[config.mk]
export PLATFORM = sky130hd
export DESIGN_NAME = spwm_sequencer
export DESIGN_NICKNAME = d
export VERILOG_FILES = /design/src/rtl/spwm_sequencer_pkg.sv /design/src/rtl/spwm_sequencer_ramp_limiter.sv /design/src/rtl/spwm_sequencer.sv
export SDC_FILE = /design/constraint.sdc
export NUM_CORES = 1
export LEC_CHECK = 0
export CAP_MARGIN = 20
export CORE_MARGIN = 4
export CORE_UTILIZATION = 55
export CTS_CLUSTER_DIAMETER = 50
export CTS_CLUSTER_SIZE = 8
export DETAILED_ROUTE_END_ITERATION = 8
export GPL_ROUTABILITY_DRIVEN = 0
export PLACE_DENSITY = 0.78
export SLEW_MARGIN = 30
export SYNTH_ARGS = -nofsm -noshare
export SYNTH_HDL_FRONTEND = slang
export SYNTH_SLANG_ARGS = --single-unit
[constraint.sdc]
create_clock -name clk -period 11.1 [get_ports clk]
set_input_delay 1.665 -clock clk [delete_from_list [all_inputs] [get_ports clk]]
set_output_delay 1.665 -clock clk [all_outputs]
set_load 0.005 [all_outputs]
[src/rtl/spwm_sequencer_pkg.sv]
// Shared definitions for the SPWM run/stop sequencer: FSM state encodings,
// default widths and timing, and state-class helpers.
package spwm_sequencer_pkg;

  typedef enum logic [2:0] {
    SEQ_IDLE  = 3'd0,
    SEQ_ARM   = 3'd1,
    SEQ_RAMP  = 3'd2,
    SEQ_RUN   = 3'd3,
    SEQ_DECEL = 3'd4,
    SEQ_TRIP  = 3'd5
  } seq_state_e;

  localparam int DEF_ANGLE_W    = 12;
  localparam int DEF_INC_W      = 16;
  localparam int DEF_ACC_W      = 28;
  localparam int DEF_RAMP_DIV   = 48000;
  localparam int DEF_RAMP_STEP  = 4;
  localparam int DEF_ARM_CYCLES = 480;

  // States in which the gates are enabled and the increment is rate limited.
  function automatic logic is_running(seq_state_e s);
    return (s == SEQ_RAMP) || (s == SEQ_RUN) || (s == SEQ_DECEL);
  endfunction

  // States in which the modulators are held in reset with zero phase.
  function automatic logic is_parked(seq_state_e s);
    return (s == SEQ_IDLE) || (s == SEQ_TRIP);
  endfunction

endpackage

[src/rtl/spwm_sequencer_ramp_limiter.sv]
// Rate limiter: a tick divider plus a clamped step of the current increment
// toward its target on every tick.
module spwm_sequencer_ramp_limiter
  import spwm_sequencer_pkg::*;
#(
  parameter int INC_W     = DEF_INC_W,
  parameter int RAMP_DIV  = DEF_RAMP_DIV,
  parameter int RAMP_STEP = DEF_RAMP_STEP
) (
  input  logic             clk,
  input  logic             reset,
  input  logic [INC_W-1:0] target_i,
  input  logic             en_i,
  input  logic             clr_i,
  input  logic             flush_i,
  output logic [INC_W-1:0] cur_o,
  output logic             reached_o
);

  localparam int               DIV_W    = $clog2(RAMP_DIV + 1);
  localparam logic [DIV_W-1:0] DIV_LAST = DIV_W'(RAMP_DIV - 1);
  localparam logic [INC_W-1:0] STEP     = INC_W'(RAMP_STEP);

  logic [DIV_W-1:0] tick_cnt_q, tick_cnt_d;
  logic [INC_W-1:0] cur_q, cur_d;
  logic [INC_W-1:0] gap;
  logic             tick;

  // NOTE: every output of a combinational block gets a default first so no path leaves it unassigned (no latch).
  always_comb begin
    tick       = en_i && (tick_cnt_q == DIV_LAST);
    tick_cnt_d = '0;
    if (en_i && !clr_i && !tick) tick_cnt_d = tick_cnt_q + DIV_W'(1);

    gap   = (cur_q > target_i) ? (cur_q - target_i) : (target_i - cur_q);
    cur_d = cur_q;
    if (flush_i) begin
      cur_d = '0;
    end else if (tick && (cur_q != target_i)) begin
      // Clamp the last step so the target is hit exactly, never crossed.
      if (gap <= STEP)            cur_d = target_i;
      else if (cur_q < target_i)  cur_d = cur_q + STEP;
      else                        cur_d = cur_q - STEP;
    end
  end

  // NOTE: clocked state is written with non-blocking assignments only, so every register samples pre-edge values.
  always_ff @(posedge clk) begin
    if (!reset) begin
      tick_cnt_q <= '0;
      cur_q      <= '0;
    end else begin
      tick_cnt_q <= tick_cnt_d;
      cur_q      <= cur_d;
    end
  end

  assign cur_o     = cur_q;
  assign reached_o = (cur_q == target_i);

endmodule

[src/rtl/spwm_sequencer.sv]
// Run/stop sequencer for the SPWM modulator bank: phase accumulator, soft start/stop and fault trip.
// Optional SPWM_SEQ_REVERSE_EN adds a `reverse` input that runs the accumulator downward in RUN.
module spwm_sequencer
  import spwm_sequencer_pkg::*;
#(
  parameter int ANGLE_W    = DEF_ANGLE_W,
  parameter int INC_W      = DEF_INC_W,
  parameter int ACC_W      = DEF_ACC_W,
  parameter int RAMP_DIV   = DEF_RAMP_DIV,
  parameter int RAMP_STEP  = DEF_RAMP_STEP,
  parameter int ARM_CYCLES = DEF_ARM_CYCLES
) (
  input  logic               clk,
  input  logic               reset,
  input  logic               start,
  input  logic               stop,
  input  logic               fault,
  input  logic               fault_clr,
`ifdef SPWM_SEQ_REVERSE_EN
  input  logic               reverse,
`endif
  input  logic [INC_W-1:0]   freq_cmd,
  output logic [ANGLE_W-1:0] angle,
  output logic               shoot,
  output logic               mod_reset,
  output logic               at_speed,
  output logic               fault_latched,
  output logic [2:0]         state
);

  localparam int               ARM_W    = $clog2(ARM_CYCLES + 1);
  localparam logic [ARM_W-1:0] ARM_LAST = ARM_W'(ARM_CYCLES - 1);

  seq_state_e         state_q, state_d;
  logic [ACC_W-1:0]   acc_q, acc_d;
  logic [ARM_W-1:0]   arm_cnt_q, arm_cnt_d;
  logic [ANGLE_W-1:0] angle_q;
  logic               shoot_q, mod_reset_q, at_speed_q, fault_latched_q;
  logic [INC_W-1:0]   inc_cur, ramp_target;
  logic               reached, count_down;

  always_comb begin
    state_d   = state_q;
    arm_cnt_d = '0;
    if (fault && (state_q != SEQ_TRIP)) begin
      state_d = SEQ_TRIP;
    end else begin
      unique case (state_q)
        SEQ_IDLE:  if (start && !stop && !fault_latched_q) state_d = SEQ_ARM;
        SEQ_ARM: begin
          if (stop)                      state_d   = SEQ_IDLE;
          else if (arm_cnt_q == ARM_LAST) state_d  = SEQ_RAMP;
          else                           arm_cnt_d = arm_cnt_q + ARM_W'(1);
        end
        SEQ_RAMP: begin
          if (stop)         state_d = SEQ_DECEL;
          else if (reached) state_d = SEQ_RUN;
        end
        SEQ_RUN:   if (stop) state_d = SEQ_DECEL;
        SEQ_DECEL: if (reached) state_d = SEQ_IDLE;
        SEQ_TRIP:  if (fault_clr && !fault) state_d = SEQ_IDLE;
        default:   state_d = SEQ_IDLE;
      endcase
    end
  end

  assign ramp_target = (state_q == SEQ_DECEL) ? '0 : freq_cmd;

  spwm_sequencer_ramp_limiter #(
    .INC_W     (INC_W),
    .RAMP_DIV  (RAMP_DIV),
    .RAMP_STEP (RAMP_STEP)
  ) u_ramp_limiter (
    .clk       (clk),
    .reset     (reset),
    .target_i  (ramp_target),
    .en_i      (is_running(state_q)),
    .clr_i     ((state_d != state_q) && is_running(state_d)),
    .flush_i   (is_parked(state_d)),
    .cur_o     (inc_cur),
    .reached_o (reached)
  );

`ifdef SPWM_SEQ_REVERSE_EN
  logic reverse_q;

  // Direction is latched before the gates open and frozen for the whole run.
  always_ff @(posedge clk) begin
    if (!reset)                                            reverse_q <= 1'b0;
    else if ((state_q == SEQ_IDLE) || (state_q == SEQ_ARM)) reverse_q <= reverse;
  end

  assign count_down = reverse_q && (state_q == SEQ_RUN);
`else
  assign count_down = 1'b0;
`endif

  always_comb begin
    if (is_parked(state_d)) acc_d = '0;
    else if (count_down)    acc_d = acc_q - ACC_W'(inc_cur);
    else                    acc_d = acc_q + ACC_W'(inc_cur);
  end

  always_ff @(posedge clk) begin
    if (!reset) begin
      state_q         <= SEQ_IDLE;
      acc_q           <= '0;
      arm_cnt_q       <= '0;
      angle_q         <= '0;
      shoot_q         <= 1'b0;
      mod_reset_q     <= 1'b1;
      at_speed_q      <= 1'b0;
      fault_latched_q <= 1'b0;
    end else begin
      state_q         <= state_d;
      acc_q           <= acc_d;
      arm_cnt_q       <= arm_cnt_d;
      angle_q         <= acc_q[ACC_W-1 -: ANGLE_W];
      shoot_q         <= is_running(state_d);
      mod_reset_q     <= is_parked(state_d);
      at_speed_q      <= (state_d == SEQ_RUN) && (inc_cur == freq_cmd);
      fault_latched_q <= (state_d == SEQ_TRIP);
    end
  end

  assign angle         = angle_q;
  assign shoot         = shoot_q;
  assign mod_reset     = mod_reset_q;
  assign at_speed      = at_speed_q;
  assign fault_latched = fault_latched_q;
  assign state         = state_q;

endmodule

==> results_dict.tcl <==
set metrics [dict create \
    run_status "complete, no violations" \
    final-setup-viol-count 0 \
    grt_pass1_vias 6050 \
    slew_headroom 0.469 \
    place_inst 995 \
    syn-cell-area_sq_um 6620 \
    worst-path-max-fanout 18 \
    ys_ff_latch 88 \
    grt_max_degree 46 \
    synth_cells 838 \
    worstReg2RegEnd "u_ramp_limiter.cur_o[15]$_SDFFE_PP0P_" \
    power_uw 753 \
    power.density_nw_per_um2 102 \
    cts_buffers 9 \
    yosys_warnings 0 \
    leakagePower_nw 3.15 \
    drt_pass1_iterations 5 \
    start_kind "input port" \
    yosys_most_used_dff "dfxtp_1" \
    final_cell_area_sq_um 7390 \
    fin_cells 1011 \
    whs_path_depth 1 \
    synthXorXnorAreaFrac 0.0953 \
    hold_viol 0 \
    final_cell_mix "nor2_1, dfxtp_1, ha_1, nand2_1" \
    criticalPathCategory "input port to flop" \
    cp_num_buf_inv 3 \
    p_seq_frac 0.424 \
    n_antenna_cell 0 \
    clockBufferDepth 2 \
    reg2reg_from "state[1]$_SDFF_PN0_" \
    cp_top_family "compound AO/OA/AOI/OAI gates" \
    grt_setup_unrepaired "false" \
    ctsHoldBuffers 0 \
    max_freq_mhz 173 \
    max-cap-violations 0 \
    fin_tns_setup_ns 0 \
    fin_util 0.637 \
    min_period_over_period 0.520 \
    required_ns 11.37 \
    tightest_slew_ns 0.793 \
    max_stage_delay_ns 0.47 \
    drc 0 \
    post_cts_buffers 0 \
    slew_violations 0 \
    placed_area_sq_um 7080 \
    yosys.area_share.adder 0.127 \
    yosysUniqueCellTypes 69 \
    grt_pass1_wl_microns 29000 \
    slowest_stage "clkdlybuf4s50_1" \
    final_common_cell "nor2_1" \
    hpwl_microns 12900 \
    routed_wl_microns 16800 \
    row_count 39 \
    drive_gt1_frac 0.0461 \
    antenna_found_initial 0 \
    crit_chain "clkdlybuf4s50_1 > nand2_1 > inv_1 > ha_1 > fa_1 > nand2b_1 > a21o_1 > nor4bb_1 > o21a_2 > inv_4 > ha_1 > a21o_1 > a21oi_1 > o21bai_1 > a21oi_1 > o21bai_1 > a21oi_1 > a211o_1 > xnor2_1 > a311oi_1 > a31oi_1 > a31oi_1" \
    clk_latency_ns 0.36 \
    path_clk_slew_ns 0.07 \
    ir_worst_vdd_uv 83.4 \
    nNetsFinal 950 \
    port_buffers 40 \
    layout_setup_ws_ns 5.33 \
    vias_per_cell 6.11 \
    clkPwrFrac 0.422 \
    grt-ovfl-total 0 \
    hp-start "acc_q[27]$_SDFF_PP0_" \
    core_area_sq_um 11600 \
    clock_sinks 88 \
    die_w_microns 118 \
    crit_path_frequent_cell "a21oi_1" \
    htree_levels 3 \
    syn-num-nets 925 \
    fin_skew_ns 0.00730 \
    root_buffer "clkbuf_16" \
    muxShareOfSynthArea 0.0151 \
    vias 6182 \
    synth_async_sr_flop_share 0 \
    synth_edf_count 0 \
    synth-compound-area-share 0.210 \
    r2r_cells 22 \
    dieArea_sq_um 13900 \
    holdWs_ns 0.479 \
    synth-simple-area-share 0.234 \
    start_util 0.570 \
    preCtsSetupSlack_ns 5.06 \
    num_io_pins 41 \
    drt_iter0_drc 587 \
    syn2layout_area_growth_pct 11.7 \
    die_y_microns 118 \
    grt_use_total 0.249 \
    ff2ff_setup_slack_ns 6.00 \
    syn_area_per_cell_sq_um 7.90 \
    ys_seq_area_frac 0.266 \
    arrival_ns 6.05 \
    comb_power_share 0.155 \
    post_cts_resized 0 \
    intPower_uw 541 \
    hp-class "flop to flop" \
    routed_wire_length_per_instance_microns 16.6 \
    netSwitchingPower_uw 212 \
    fill_cells 1041 \
    cp-end-kind "flop" \
    ant_nets 0 \
    synth_top_family_by_area "simple AND/OR/NAND/NOR gates" \
    hold_path_end "angle[11]$_SDFF_PN0_" \
    min_period_ns 5.77 \
    switching_share 0.281 \
    cts_tree "yes" \
]
[state kept, by name, summed over array words and instances (netlist names)]
name                       count
fault_latched                  1
mod_reset                      1
state                          3
angle                         12
shoot                          1
u_ramp_limiter.cur_o          16
arm_cnt_q                      9
at_speed                       1
acc_q                         28
u_ramp_limiter.tick_cnt_q     16
[per-layer routing]
metal	up-vias	share of wire	track usage
li1	3021	-	-
met1	2875	0.44	0.319
met2	249	0.47	0.415
met3	37	0.074	0.0634
met4	0	0.022	0.0711
met5	-	0	0
[synthesized netlist by cell type (4+ instances only)]
cell | number | area share
a211oi_1 | 15 | 0.017
a21boi_0 | 5 | 0.0057
a21o_1 | 23 | 0.026
a21oi_1 | 53 | 0.040
a31oi_1 | 13 | 0.012
and2_1 | 16 | 0.015
and3_1 | 14 | 0.013
and4_1 | 4 | 0.0053
buf_2 | 7 | 0.0053
clkbuf_1 | 16 | 0.0091
dfxtp_1 | 88 | 0.27
fa_1 | 4 | 0.012
ha_1 | 61 | 0.12
inv_1 | 53 | 0.030
mux2i_1 | 10 | 0.015
nand2_1 | 59 | 0.033
nand2b_1 | 11 | 0.010
nand3_1 | 25 | 0.019
nand4_1 | 12 | 0.011
nor2_1 | 98 | 0.056
nor2b_1 | 9 | 0.0085
nor3_1 | 17 | 0.013
nor3b_1 | 5 | 0.0057
nor4_1 | 8 | 0.0076
o211ai_1 | 4 | 0.0045
o21a_1 | 6 | 0.0068
o21ai_0 | 39 | 0.029
o21bai_1 | 8 | 0.0091
o22ai_1 | 5 | 0.0047
o31a_1 | 4 | 0.0053
o31ai_1 | 5 | 0.0057
or2_2 | 5 | 0.0047
or3_1 | 12 | 0.011
xnor2_1 | 26 | 0.034
xor2_1 | 46 | 0.061
[worst max path at each step]
| stage | start | end | cells past startpoint |
|---|---|---|---|
| CTS | freq_cmd[0] | u_ramp_limiter.cur_o[15]$_SDFFE_PP0P_ | 22 |
| global placement | freq_cmd[0] | u_ramp_limiter.cur_o[15]$_SDFFE_PP0P_ | 22 |
| detailed placement | freq_cmd[0] | u_ramp_limiter.cur_o[15]$_SDFFE_PP0P_ | 22 |
| floorplan | freq_cmd[0] | u_ramp_limiter.cur_o[11]$_SDFFE_PP0P_ | 21 |
| finish | freq_cmd[0] | u_ramp_limiter.cur_o[15]$_SDFFE_PP0P_ | 22 |
| global route | freq_cmd[8] | u_ramp_limiter.cur_o[15]$_SDFFE_PP0P_ | 21 |
[worst reg2reg max path, delay by kind of cell (launching register included)]
family                   cells  cell delay [ns]
AO/OA/AOI/OAI               12             2.20
XOR/XNOR                     1             0.09
adder cells (fa/ha/maj)      2             0.85
buffers and inverters        2             0.29
flip-flops                   1             0.39
AND/OR/NAND/NOR              5             1.20
[power groups by stage]
stage,Combinational [mW],Clock [mW],Sequential [mW]
4_1_cts,0.113,0.322,0.319
6_report,0.117,0.318,0.319
2_1_floorplan,0.0813,0,0.326
3_3_place_gp,0.110,0,0.326
5_1_grt,0.127,0.337,0.319
3_5_place_dp,0.113,0,0.326
[cell families after synthesis]
family	Yosys count
AND/OR/NAND/NOR	309
AO/OA/AOI/OAI	212
flip-flops	88
buffers and inverters	82
XOR/XNOR	72
adder cells (fa/ha/maj)	65
multiplexers	10
[layout make-up]
type / count / area, sq um / share of cell area
clock buffers: 9 / 225 / 0.0305
well taps: 143 / 179 / 0.0242
clock inverters: 7 / 86.3 / 0.0117
multi-input cells: 668 / 4520 / 0.611
inverters: 54 / 205 / 0.0278
repair buffers: 42 / 415 / 0.0562
flip-flops and latches: 88 / 1760 / 0.238
(Power assumes the default switching activity.)
